<file path="src/rtl/pc_pkg.sv">
// rtl/pc_pkg.sv - shared next-PC mode encodings and default vectors for the PC unit
package pc_pkg;

    // Next-PC mode encodings driven by the decoder.
    typedef enum logic [1:0] {
        SEL_SEQ = 2'b00,
        SEL_BR  = 2'b01,
        SEL_JMP = 2'b10,
        SEL_REG = 2'b11
    } sel_e;

    localparam logic [31:0] DEF_RESET_VEC = 32'h0000_0000;
    localparam logic [31:0] DEF_EXC_VEC   = 32'h0000_0080;

endpackage

</file>
<file path="src/rtl/ras_stack.sv">
// rtl/ras_stack.sv - circular return-address stack with overwrite-oldest on overflow
//
// Ports:
//   clk, rst_n  : falling-edge clock, asynchronous active-low reset
//   push        : write din at top+1 (or replace the top when popping at the same time)
//   pop         : move top down by one; ignored when empty
//   din         : return address to push
//   top         : entry at the top pointer (meaningless when empty)
//   empty, full : entry count is 0 / equals DEPTH
module ras_stack #(
    parameter int WIDTH = 32,
    parameter int DEPTH = 4
) (
    input  logic             clk,
    input  logic             rst_n,
    input  logic             push,
    input  logic             pop,
    input  logic [WIDTH-1:0] din,
    output logic [WIDTH-1:0] top,
    output logic             empty,
    output logic             full
);

    localparam int PW = $clog2(DEPTH);
    localparam int CW = PW + 1;
    localparam logic [CW-1:0] CNT_MAX = CW'(DEPTH);

    logic [WIDTH-1:0] mem [DEPTH];
    logic [PW-1:0]    top_ptr;
    logic [PW-1:0]    nxt_ptr;
    logic [CW-1:0]    count;
    logic             replace;

    assign nxt_ptr = top_ptr + 1'b1;
    assign empty   = (count == '0);
    assign full    = (count == CNT_MAX);
    assign top     = mem[top_ptr];

    // Pop-then-push on a non-empty stack collapses to overwriting the top in
    // place. On an empty stack the pop is a no-op, so it is a plain push.
    assign replace = push && pop && !empty;

    always_ff @(negedge clk or negedge rst_n) begin
        if (!rst_n) begin
            top_ptr <= '0;
            count   <= '0;
        end else if (replace) begin
            top_ptr <= top_ptr;
            count   <= count;
        end else if (push) begin
            // When full, the pointer wraps onto the oldest entry and the
            // count saturates.
            top_ptr <= nxt_ptr;
            if (!full) begin
                count <= count + 1'b1;
            end
        end else if (pop && !empty) begin
            top_ptr <= top_ptr - 1'b1;
            count   <= count - 1'b1;
        end
    end

    // Entry contents need no reset; validity is tracked by count.
    always_ff @(negedge clk) begin
        if (replace) begin
            mem[top_ptr] <= din;
        end else if (push) begin
            mem[nxt_ptr] <= din;
        end
    end

endmodule

</file>
<file path="src/rtl/pc_unit.sv">
// rtl/pc_unit.sv - program counter with next-PC mux, return-address stack and misalign fault
//
// Ports:
//   clk, rst_n : falling-edge clock, asynchronous active-low reset
//   en         : update enable; 0 holds PC, RAS and fault
//   sel        : next-PC mode (seq / branch / jump / register jump)
//   taken, imm : branch condition and signed word offset
//   jtarget    : jump word index
//   rs_val     : register-jump target
//   call, ret  : push return address / pop return address
//   pcout      : current PC;  pcplus : pcout + STEP
//   ras_empty, ras_full : RAS occupancy;  fault : sticky misaligned-target flag
module pc_unit import pc_pkg::*; #(
    parameter int               WIDTH     = 32,
    parameter int               STEP      = 4,
    parameter logic [WIDTH-1:0] RESET_VEC = WIDTH'(DEF_RESET_VEC),
    parameter logic [WIDTH-1:0] EXC_VEC   = WIDTH'(DEF_EXC_VEC),
    parameter int               RAS_DEPTH = 4
) (
    input  logic             clk,
    input  logic             rst_n,
    input  logic             en,
    input  logic [1:0]       sel,
    input  logic             taken,
    input  logic [15:0]      imm,
    input  logic [25:0]      jtarget,
    input  logic [WIDTH-1:0] rs_val,
    input  logic             call,
    input  logic             ret,
    output logic [WIDTH-1:0] pcout,
    output logic [WIDTH-1:0] pcplus,
    output logic             ras_empty,
    output logic             ras_full,
    output logic             fault
);

    localparam logic [WIDTH-1:0] STEP_W = WIDTH'(STEP);

    sel_e             sel_m;
    logic [WIDTH-1:0] pc_q;
    logic [WIDTH-1:0] pc_d;
    logic [WIDTH-1:0] br_off;
    logic [WIDTH-1:0] br_tgt;
    logic [WIDTH-1:0] jmp_tgt;
    logic [WIDTH-1:0] reg_tgt;
    logic [WIDTH-1:0] ras_top;
    logic             is_reg;
    logic             misalign;
    logic             ras_push;
    logic             ras_pop;

    assign sel_m   = sel_e'(sel);
    assign pcout   = pc_q;
    assign pcplus  = pc_q + STEP_W;

    assign br_off  = {{(WIDTH-18){imm[15]}}, imm, 2'b00};
    assign br_tgt  = pcplus + br_off;
    assign jmp_tgt = {pcplus[WIDTH-1:28], jtarget, 2'b00};

    // An empty RAS makes a return fall back to the register value.
    assign reg_tgt  = (ret && !ras_empty) ? ras_top : rs_val;
    assign is_reg   = (sel_m == SEL_REG);
    assign misalign = is_reg && (reg_tgt[1:0] != 2'b00);

    always_comb begin
        pc_d = pcplus;
        case (sel_m)
            SEL_SEQ: pc_d = pcplus;
            SEL_BR:  pc_d = taken ? br_tgt : pcplus;
            SEL_JMP: pc_d = jmp_tgt;
            SEL_REG: pc_d = misalign ? EXC_VEC : reg_tgt;
            default: pc_d = pcplus;
        endcase
    end

    // A faulting register jump leaves the stack untouched.
    assign ras_push = en && !misalign && call && (sel_m == SEL_JMP || is_reg);
    assign ras_pop  = en && !misalign && ret && is_reg;

    ras_stack #(
        .WIDTH (WIDTH),
        .DEPTH (RAS_DEPTH)
    ) u_ras (
        .clk   (clk),
        .rst_n (rst_n),
        .push  (ras_push),
        .pop   (ras_pop),
        .din   (pcplus),
        .top   (ras_top),
        .empty (ras_empty),
        .full  (ras_full)
    );

    always_ff @(negedge clk or negedge rst_n) begin
        if (!rst_n) begin
            pc_q  <= RESET_VEC;
            fault <= 1'b0;
        end else if (en) begin
            pc_q <= pc_d;
            if (misalign) begin
                fault <= 1'b1;
            end
        end
    end

endmodule

</file>
<file path="config.mk">
export PLATFORM = sky130hd
export DESIGN_NAME = pc_unit
export DESIGN_NICKNAME = d
export VERILOG_FILES = /design/src/rtl/pc_pkg.sv /design/src/rtl/ras_stack.sv /design/src/rtl/pc_unit.sv
export SDC_FILE = /design/constraint.sdc
export NUM_CORES = 1
export LEC_CHECK = 0
export CORE_MARGIN = 4
export CORE_UTILIZATION = 50
export CTS_CLUSTER_DIAMETER = 100
export DETAILED_ROUTE_END_ITERATION = 8
export GPL_TIMING_DRIVEN = 0
export PLACE_DENSITY = 0.72
export SYNTH_ARGS = -nofsm -noshare
export SYNTH_HDL_FRONTEND = slang
export SYNTH_HIERARCHICAL = 1
export SYNTH_SLANG_ARGS = --single-unit
</file>
<file path="constraint.sdc">
create_clock -name clk -period 6.3 [get_ports clk]
set_input_delay 1.89 -clock clk [delete_from_list [all_inputs] [get_ports clk]]
set_output_delay 1.89 -clock clk [all_outputs]
set_load 0.05 [all_outputs]
</file>
## Word level (Yosys, flattened, before mapping)

Memories as Yosys holds them, arrays and structs flattened.
Cells that the tools add are included.

| word-level totals | value |
|---|---|
| register bits after elaboration | 38 |
| memory bits (writable) | 128 |
| input bits | 82 |
| output and inout port bits | 67 |
| logic and storage cells | 55 |
| memories kept | 1 |

Memory list:

| memory | depth | width | rd ports | clocked after Yosys merged registers in | write ports | line | RTL |
|---|---|---|---|---|---|---|---|
| u_ras.mem | 4 | 32 | 1 | 0 | 1 | ras_stack.sv:28 | `logic [WIDTH-1:0] mem [DEPTH];` |

| operators by class | value |
|---|---|
| $add $sub $neg | 6 |
| eq/ne operators | 5 |
| muxes and demuxes | 17 |
| bitwise gates (word level) | 1 |
| reductions and logical operators | 21 |

Operators with widths:

| kind | count |
|---|---|
| $mux W32 | 4 |
| $pmux W32 S4 | 1 |
| $add A32 B3 Y32 const B | 1 |
| $add A32 B32 Y32 | 1 |
| $reduce_or A32 Y1 | 1 |
| $logic_and A1 B1 Y1 | 10 |
| $mux W3 | 3 |
| $mux W1 | 6 |
| $mux W2 | 3 |
| $eq A2 B2 Y1 const B | 2 |
| $reduce_and A2 Y1 | 2 |
| $reduce_bool A2 Y1 | 2 |
| $add A3 B1 Y3 const B | 1 |
| $eq A3 B3 Y1 const B | 1 |
| $logic_not A3 Y1 | 1 |
| $reduce_and A3 Y1 | 1 |
| $sub A3 B1 Y3 const B | 1 |
| $add A2 B1 Y2 const B | 1 |
| $eq A2 B1 Y1 const B | 1 |
| $logic_not A1 Y1 | 2 |
| $logic_not A2 Y1 | 1 |
| $ne A2 B2 Y1 const B | 1 |
| $sub A2 B1 Y2 const B | 1 |
| $logic_or A1 B1 Y1 | 1 |
| $not A1 Y1 | 1 |

## Longest topological paths before layout

| logic depth | value |
|---|---|
| depth after elaboration | 16 |
| depth in mapped cells | 20 |

## Modules after synthesis

Netlist, hierarchy kept.

Modules (own cells, without submodules):

| module | times used | cells each | area each (µm²) | seq. area each (µm²) |
|---|---|---|---|---|
| ras_stack | 1 | 215 | 5,092.4 | 3,968.8 |
| pc_unit | 1 | 571 | 4,329.2 | 825.8 |

==> run_summary.xml <==
<?xml version="1.0" encoding="UTF-8"?>
<metrics>
  <group name="synthesis">
    <metric name="synth.ff_latch_count" unit="">166</metric>
    <metric name="synth-adder-area-share" unit="%">4.94</metric>
    <metric name="synth_area_leader_cell" unit="">sky130_fd_sc_hd__edfxtp_1</metric>
    <metric name="synthFlopType" unit="">sky130_fd_sc_hd__edfxtp_1</metric>
    <metric name="yosys.area.top_type_share" unit="%">40.8</metric>
    <metric name="asyncSetResetFlopFracSynth" unit="%">22.9</metric>
    <metric name="netlist_top_cells_area" unit="">sky130_fd_sc_hd__edfxtp_1 41%, sky130_fd_sc_hd__dfrtn_1 10%, sky130_fd_sc_hd__mux4_2 7.6%</metric>
    <metric name="synth-simple-area-share" unit="%">11.3</metric>
    <metric name="combinational_family_with_the_most_area_after_synthesis" unit="">compound AO/OA/AOI/OAI gates</metric>
    <metric name="synth_compound_area_share" unit="%">13.4</metric>
    <metric name="synth_enable_flop_cells" unit="">128</metric>
    <metric name="synth.distinct_cells" unit="">71</metric>
    <metric name="muxShareOfSynthArea" unit="%">11.0</metric>
    <metric name="synthesis.area" unit="um2">9420</metric>
    <metric name="synth_nets" unit="">904</metric>
    <metric name="post_synth_inst_count" unit="">786</metric>
    <metric name="synth_xor_area_share" unit="%">5.38</metric>
    <metric name="postSynthAreaPerCell" unit="um2">12.0</metric>
    <metric name="synth-seq-area-share" unit="%">50.9</metric>
    <metric name="total_of_warnings_raised_by_yosys" unit="">6</metric>
  </group>
  <group name="power">
    <metric name="seq_power_share" unit="%">22.8</metric>
    <metric name="p_int" unit="mW">3.51</metric>
    <metric name="total_power" unit="mW">6.18</metric>
    <metric name="power.combinational.fraction" unit="%">53.7</metric>
    <metric name="ir_worst_vdd" unit="mV">0.251</metric>
    <metric name="p_per_area" unit="nW/um2">383</metric>
    <metric name="power.static_leakage" unit="nW">6.85</metric>
    <metric name="power.switching_fraction" unit="%">43.3</metric>
    <metric name="clock_power_share" unit="%">23.5</metric>
    <metric name="power.switching" unit="mW">2.67</metric>
  </group>
  <group name="route">
    <metric name="routed_wire_length_per_instance" unit="um">28.0</metric>
    <metric name="drc" unit="">0</metric>
    <metric name="drt-pass1-iter-count" unit="">9</metric>
    <metric name="routed-via-count" unit="">9748</metric>
    <metric name="detailedRoute.firstIterationViolations" unit="">1152</metric>
    <metric name="avgViaCountPerCell" unit="">6.39</metric>
    <metric name="number_of_nets_with_antenna_violations_after_routing" unit="">0</metric>
    <metric name="route.final.wire_length" unit="um">42700</metric>
  </group>
  <group name="cts">
    <metric name="clock_latency_on_the_worst_skew_pair" unit="ns">0.49</metric>
    <metric name="cts_buffer_depth" unit="">2</metric>
    <metric name="tritoncts" unit="">yes</metric>
    <metric name="clock-root-buffer" unit="">sky130_fd_sc_hd__clkbuf_16</metric>
    <metric name="clk_pin_slew_worst_paths" unit="ns">0.06</metric>
    <metric name="clock-sinks" unit="">166</metric>
    <metric name="cts.htree.levels" unit="">4</metric>
    <metric name="cts_made_buffers" unit="">17</metric>
    <metric name="cts_hold_buf" unit="">0</metric>
  </group>
  <group name="worst_setup_path">
    <metric name="timing.critical_path.fanout_max" unit="">2</metric>
    <metric name="timing.critical_path.to" unit="">pcout[31]$_DFFE_NN0P_</metric>
    <metric name="critPathRequiredTime" unit="ns">3.42</metric>
    <metric name="crit-reg2reg-capture" unit="">pcout[31]$_DFFE_NN0P_</metric>
    <metric name="critical_path_class" unit="">in2reg</metric>
    <metric name="worst-r2r-cell-count" unit="">22</metric>
    <metric name="worst_reg2reg_startpoint" unit="">pcout[4]$_DFFE_NN0P_</metric>
    <metric name="critical_path.startpoint_type" unit="">input port</metric>
    <metric name="end_kind" unit="">flop</metric>
    <metric name="cp-startpoint" unit="">imm[0]</metric>
    <metric name="crit_arrival" unit="ns">4.83</metric>
    <metric name="r2r_setup_slack" unit="ns">1.89</metric>
  </group>
  <group name="layout">
    <metric name="area_delta_synth_final" unit="%">71.2</metric>
    <metric name="antenna_cells" unit="">0</metric>
    <metric name="most_common_library_cell_in_the_layout_ignoring_fill_and_taps" unit="">sky130_fd_sc_hd__buf_4</metric>
    <metric name="layout-drive-gt1-share" unit="%">45.6</metric>
    <metric name="layoutNonFillerInstCount" unit="">1526</metric>
    <metric name="number_of_fillers_in_the_final_layout" unit="">786</metric>
    <metric name="most-common-layout-cells" unit="">156 x sky130_fd_sc_hd__buf_4, 140 x sky130_fd_sc_hd__inv_1, 128 x sky130_fd_sc_hd__edfxtp_1, 91 x sky130_fd_sc_hd__buf_6, 65 x sky130_fd_sc_hd__nand2_1</metric>
    <metric name="nNetsFinal" unit="">1402</metric>
    <metric name="layout.core_utilization" unit="%">88.3</metric>
  </group>
  <group name="global_route">
    <metric name="track_usage" unit="%">36.1</metric>
    <metric name="antenna_found_initial" unit="">0</metric>
    <metric name="wire_length_of_the_first_global_routing_pass" unit="um">57200</metric>
    <metric name="global_route.overflow_total" unit="">0</metric>
    <metric name="grt_start_max_net_pins" unit="">21</metric>
    <metric name="vias_in_the_first_global_route" unit="">9507</metric>
  </group>
  <group name="sta">
    <metric name="worst_clock_skew" unit="ns">0.0812</metric>
    <metric name="grt_setup_unrepaired" unit="">yes</metric>
    <metric name="relative_slew_slack" unit="%">36.5</metric>
    <metric name="finalWorstSetupSlack" unit="ns">-1.41</metric>
    <metric name="final-setup-viol-count" unit="">198</metric>
    <metric name="timing.setup.tns" unit="ns">-152.25</metric>
    <metric name="worstMarginPinSlew" unit="ns">0.953</metric>
    <metric name="report.final.slew_viol_count" unit="">0</metric>
    <metric name="hold_viol_final" unit="">0</metric>
  </group>
  <group name="place">
    <metric name="detailedPlacementHpwl" unit="um">21400</metric>
    <metric name="place.port_buffers" unit="">146</metric>
    <metric name="number_of_instances_in_the_placed_design" unit="">1164</metric>
    <metric name="place.gp.congestion" unit="">0.931</metric>
  </group>
  <group name="outcome">
    <metric name="violations_in_the_final_reports" unit="">negative setup slack</metric>
    <metric name="run_status" unit="">complete, but fails checks</metric>
  </group>
  <group name="floorplan">
    <metric name="starting_utilization_of_the_core_area" unit="%">51.6</metric>
    <metric name="die_width" unit="um">145</metric>
    <metric name="die_h" unit="um">145</metric>
    <metric name="io_pins" unit="">149</metric>
    <metric name="core" unit="um2">18300</metric>
    <metric name="dieArea" unit="um2">21100</metric>
    <metric name="number_of_placement_rows" unit="">49</metric>
  </group>
  <group name="run">
    <metric name="drv.max_cap_violation_count" unit="">0</metric>
  </group>
  <group name="min_path">
    <metric name="worst_hold_path_type" unit="">reg2reg</metric>
  </group>
</metrics>
==> synthesized netlist by cell type (all sizes together), types with 7 or more instances <==
| cell | instances |
|---|---|
| and3 | 16 |
| nor2 | 63 |
| a21o | 8 |
| nand2 | 75 |
| xnor2 | 36 |
| ha | 34 |
| nor3 | 7 |
| mux4 | 32 |
| a21oi | 45 |
| o21a | 8 |
| clkbuf | 25 |
| mux2i | 27 |
| inv | 19 |
| xor2 | 21 |
| a221oi | 17 |
| nand3 | 27 |
| edfxtp | 128 |
| o211ai | 17 |
| o22a | 7 |
| buf | 16 |
| o21ai | 35 |
| dfrtn | 38 |
| nand2b | 8 |
==> through the flow <==
step	worst slack, ns	cell area [um2]	hold slack [ns]
6_report	-1.41	16100	0.478
5_1_grt	-1.44	16100	0.473
4_1_cts	-1.24	15300	0.439
3_5_place_dp	-2.93	12200	0.435
3_3_place_gp	-3.27	12100	0.430
2_1_floorplan	-1.69	10400	0.513
==> critical path: stages <==
cell,delay [ns]
sky130_fd_sc_hd__buf_6,0.10
sky130_fd_sc_hd__ha_4,0.16
sky130_fd_sc_hd__buf_6,0.12
sky130_fd_sc_hd__a211oi_4,0.26
sky130_fd_sc_hd__nor2_2,0.12
sky130_fd_sc_hd__o311ai_2,0.35
sky130_fd_sc_hd__o211ai_1,0.22
sky130_fd_sc_hd__buf_4,0.20
sky130_fd_sc_hd__a32o_2,0.26
sky130_fd_sc_hd__o41ai_4,0.28
sky130_fd_sc_hd__o311ai_2,0.14
sky130_fd_sc_hd__xnor2_1,0.22
sky130_fd_sc_hd__nor2_1,0.10
sky130_fd_sc_hd__xor2_1,0.15
sky130_fd_sc_hd__o221a_2,0.23
==> power by group through the flow <==
| stage | combinational, mW | clock (mW) | sequential (mW) |
|---|---|---|---|
| 2_1_floorplan | 1.44 | 0.121 | 1.62 |
| 3_3_place_gp | 2.16 | 0.121 | 1.49 |
| 6_report | 3.32 | 1.45 | 1.41 |
| 4_1_cts | 2.81 | 1.42 | 1.40 |
| 5_1_grt | 3.42 | 1.59 | 1.41 |
| 3_5_place_dp | 2.20 | 0.121 | 1.50 |
==> logic make-up (layout without fill, tap and decap cells) <==
group | Yosys count | count (layout)
multiplexers | 63 | 63
XOR/XNOR | 57 | 57
flip-flops | 166 | 166
buffers and inverters | 60 | 568
AO/OA/AOI/OAI | 177 | 179
AND/OR/NAND/NOR | 227 | 228
adder cells (fa/ha/maj) | 36 | 36
==> registers in the layout, summed over array words and instances (netlist names) <==
signal / flops
u_ras/count: 3
fault: 1
u_ras/mem: 128
u_ras/top_ptr: 2
pcout: 32
==> layout make-up <==
class / instances / area, um2 / area share [%]
Clock inverter: 142 / 642 / 3.98
Timing Repair Buffer: 355 / 3530 / 21.9
Inverter: 18 / 81.3 / 0.504
Sequential cell: 166 / 4790 / 29.7
Multi-Input combinational cell: 563 / 6060 / 37.6
Clock buffer: 18 / 439 / 2.72
Tap cell: 229 / 287 / 1.78
Buffer: 35 / 298 / 1.85
==> per-layer routing <==
layer / part of all wire, % / GRT usage, %
met1: 35 / 47.3
met2: 46 / 56.8
met3: 13 / 10.3
met4: 6.2 / 15.0
met5: 0 / 0
==> worst min path at each step <==
stage,from,endpoint,slack (ns),cells after the start
2_1_floorplan,u_ras/count[2]$_DFFE_NN0P_,u_ras/count[2]$_DFFE_NN0P_,0.51,2
3_3_place_gp,fault$_DFFE_NN0P_,fault$_DFFE_NN0P_,0.43,1
3_5_place_dp,fault$_DFFE_NN0P_,fault$_DFFE_NN0P_,0.43,1
4_1_cts,fault$_DFFE_NN0P_,fault$_DFFE_NN0P_,0.44,1
5_1_grt,fault$_DFFE_NN0P_,fault$_DFFE_NN0P_,0.47,1
6_report,fault$_DFFE_NN0P_,fault$_DFFE_NN0P_,0.48,1
==> repair_timing <==
| action | in CTS | in global routing |
|---|---|---|
| setup endpoints to repair | 232 | 216 |
| pin swaps | 98 | 83 |
| gates cloned | 7 | 0 |
| setup buffers | 142 | 80 |
| gates resized for setup | 622 | 152 |
Note: power is estimated with default switching activity, not from simulation.
==> RTL change, RTL diff (same flow settings) <==
Set the parameter `RAS_DEPTH` to 8 (it was 4).
--- a/src/rtl/pc_unit.sv
+++ b/src/rtl/pc_unit.sv
@@ -16,5 +16,5 @@
     parameter logic [WIDTH-1:0] RESET_VEC = WIDTH'(DEF_RESET_VEC),
     parameter logic [WIDTH-1:0] EXC_VEC   = WIDTH'(DEF_EXC_VEC),
-    parameter int               RAS_DEPTH = 4
+    parameter int               RAS_DEPTH = 8
 ) (
     input  logic             clk,
Behaviour: not the same (a bounded check fails within 10 cycles, from zero or initial values and one cycle with rst_n low).
==> RTL change against the unedited design <==
The flow still finishes with violations (setup timing); synthesized area rose by 57%; synthesized cell count grew 32%; worst setup slack lost 73 ps; final area increased by 51%; global-route usage increased by 0.54 points; total power is 60% higher; first-iteration DRC count increased by 74%; routed wire length is 51% higher; sequential cell count is 130 higher; clock skew rose by 25 ps; non-clock buffer count up 97; via count rose by 43%; largest cell class is now sequential cells; highest routed layer is now met5.
==> RTL change: results (changes against the unedited design) <==
sta:
  tightest_slew_ps: 1279  # was 953.1 ps
  setup_viol: 347  # was 198
  setup_tns_ps: -197550  # was -152,250 ps
  fin_skew_ps: 106.4  # was 81.23 ps
  worst_slack_ps: -1479  # was -1405 ps
clock_tree:
  clk_latency_ps: 620  # was 490 ps
  cts.path.max_buffers: 3  # was 2
  clk_root_buffer_cell: "clkbuf_16"  # unchanged
  htreeDepth: 2  # was 4
place:
  dp_slack_ps: -2661  # was -2933 ps
  placed_cell_area_um2: 18150  # was 12,190 µm²
  globalplace.congestion: 0.9222  # was 0.9305
  port_buffers: 147  # was 146
  dp_hpwl_um: 31120  # was 21,370 µm
detailed_routing:
  drtPass1Iterations: 5  # was 9
  initialDrtViolationCount: 2001  # was 1,152
  routed_wl_um: 64600  # was 42,670 µm
  routed_via_density: 6.407  # was 6.388
critical_path:
  reg2reg_depth: 17  # was 22
  worst-path-max-fanout: 4  # was 2
  required_ps: 4410  # was 3420 ps
  slowest_delay_ps: 520  # was 350 ps
  slowest_stage: "dfrtn_1"  # was o311ai_2
  critPathTopFamily: "simple AND/OR/NAND/NOR gates"  # was compound AO/OA/AOI/OAI gates
logic_synthesis:
  synth-async-reset-ratio: 0.1351  # was 0.2289
  syn-num-nets: 1158  # was 904
  synth_common_cells: "256 x edfxtp_1, 94 x nand2_1, 69 x nor2_1, 63 x mux4_2, 50 x a21oi_1"  # was 128 x edfxtp_1, 75 x nand2_1, 63 x nor2_1, 45 x a21oi_1, 38 x dfrtn_1
  ys_seq_area_frac: 0.5876  # was 0.5089
  ys_types: 84  # was 71
  synth.top_cells.by_area: "edfxtp_1 52%, mux4_2 9.6%, dfrtn_1 6.8%, ha_1 3.2%, nand2_1 2.4%"  # was edfxtp_1 41%, dfrtn_1 10%, mux4_2 7.6%, ha_1 4.5%, xnor2_1 3.3%
  synth_edf_count: 256  # was 128
run_status:
  violations: "setup timing"  # unchanged
  status: "finished, violations left"  # unchanged
finish:
  nFillCells: 1295  # was 786
  largest_register_ffs: 256  # was 128
  drive_gt1_frac: 0.4362  # was 0.4564
  fin_util: 0.8406  # was 0.8828
  nNetsFinal: 1884  # was 1,402
global_route:
  antenna_found_initial: 1  # was 0
  grt_max_degree: 22  # was 21
  grt_usage: 0.3661  # was 0.3607
  grt_pass1_vias: 14040  # was 9,507
  grt_first_pass_wirelength_um: 88610  # was 57,250 µm
hold_path:
  holdCritPathClass: "register to register"  # unchanged
  holdPathStages: 1  # unchanged
power_and_ir_drop:
  power.leakage_nw: 10.05  # was 6.845 nW
  peakVddDrop_mv: 0.3470  # was 0.2507 mV
-- RTL change: changes by cell type after synthesis, sizes merged, moves of 8 or more --
cell | before | now
nand3 | 27 | 18
edfxtp | 128 | 256
mux2 | 4 | 33
mux4 | 32 | 64
and3 | 16 | 8
o32ai | 0 | 10
nand2 | 75 | 95
-- RTL change: area by class of cell --
cell class | instances | area share
clock buffer | 44 | 0.04043
tap | 384 | 0.01975
sequential | 296 | 0.3572
buffer | 45 | 0.01574
multi-input combinational | 668 | 0.3147
inverter | 19 | 0.003704
timing repair buffer | 442 | 0.2023
clock inverter | 274 | 0.04614
-- RTL change: final timing paths --
| check | to | from | slack (ps) |
|---|---|---|---|
| min in group asynchronous | pcout[1]$_DFFE_NN0P_ | rst_n | 4420 |
| max reg2reg | u_ras/mem[0][22]$_DFFE_NP_ | u_ras/top_ptr[1]$_DFFE_NN0P_ | 1560 |
| max | pcplus[31] | pcout[2]$_DFFE_NN0P_ | -1480 |
| min | pcout[3]$_DFFE_NN0P_ | pcout[3]$_DFFE_NN0P_ | 600 |
| min reg2reg | pcout[3]$_DFFE_NN0P_ | pcout[3]$_DFFE_NN0P_ | 600 |
| max in group asynchronous | pcout[21]$_DFFE_NN0P_ | rst_n | 1260 |
-- RTL change: kinds of logic after synthesis --
family,share of synthesized area
adder cells (fa/ha/maj),0.03486
XOR/XNOR,0.03376
AO/OA/AOI/OAI,0.09545
multiplexers,0.1403
AND/OR/NAND/NOR,0.08428
buffers and inverters,0.02378
flip-flops,0.5876
-- RTL change: per-stage QoR --
stage / total power [mW] / instances
CTS: 9.163 / 2113
detailed placement: 5.941 / 1584
finish: 9.866 / 2172
global route: 10.22 / 2172
floorplan: 5.052 / 1036
global placement: 5.864 / 1567
-- RTL change: report_power, final --
part | internal [mW] | leakage (nW) | switching (mW)
clock | 1.42 | 1.91 | 1.36
combinational | 2.06 | 5.34 | 2.55
sequential | 2.38 | 2.80 | 0.103
total | 5.85 | 10.1 | 4.01
-- RTL change: per-layer routing --
metal / global-route usage / routed length, µm / vias up
met5: 0 / 13 / -
met4: 0.1856 / 4798 / 2
met3: 0.09984 / 7613 / 384
met2: 0.5862 / 30370 / 1246
met1: 0.4619 / 21800 / 6747
li1: - / - / 5538
-- RTL change: timing repair --
action                                  CTS  global route
gates resized for setup                 816           155
hold buffers                              0             0
gates cloned                             14             1
setup buffers                           205           101
pin swaps                               124           130
endpoints found under the setup margin  362           356
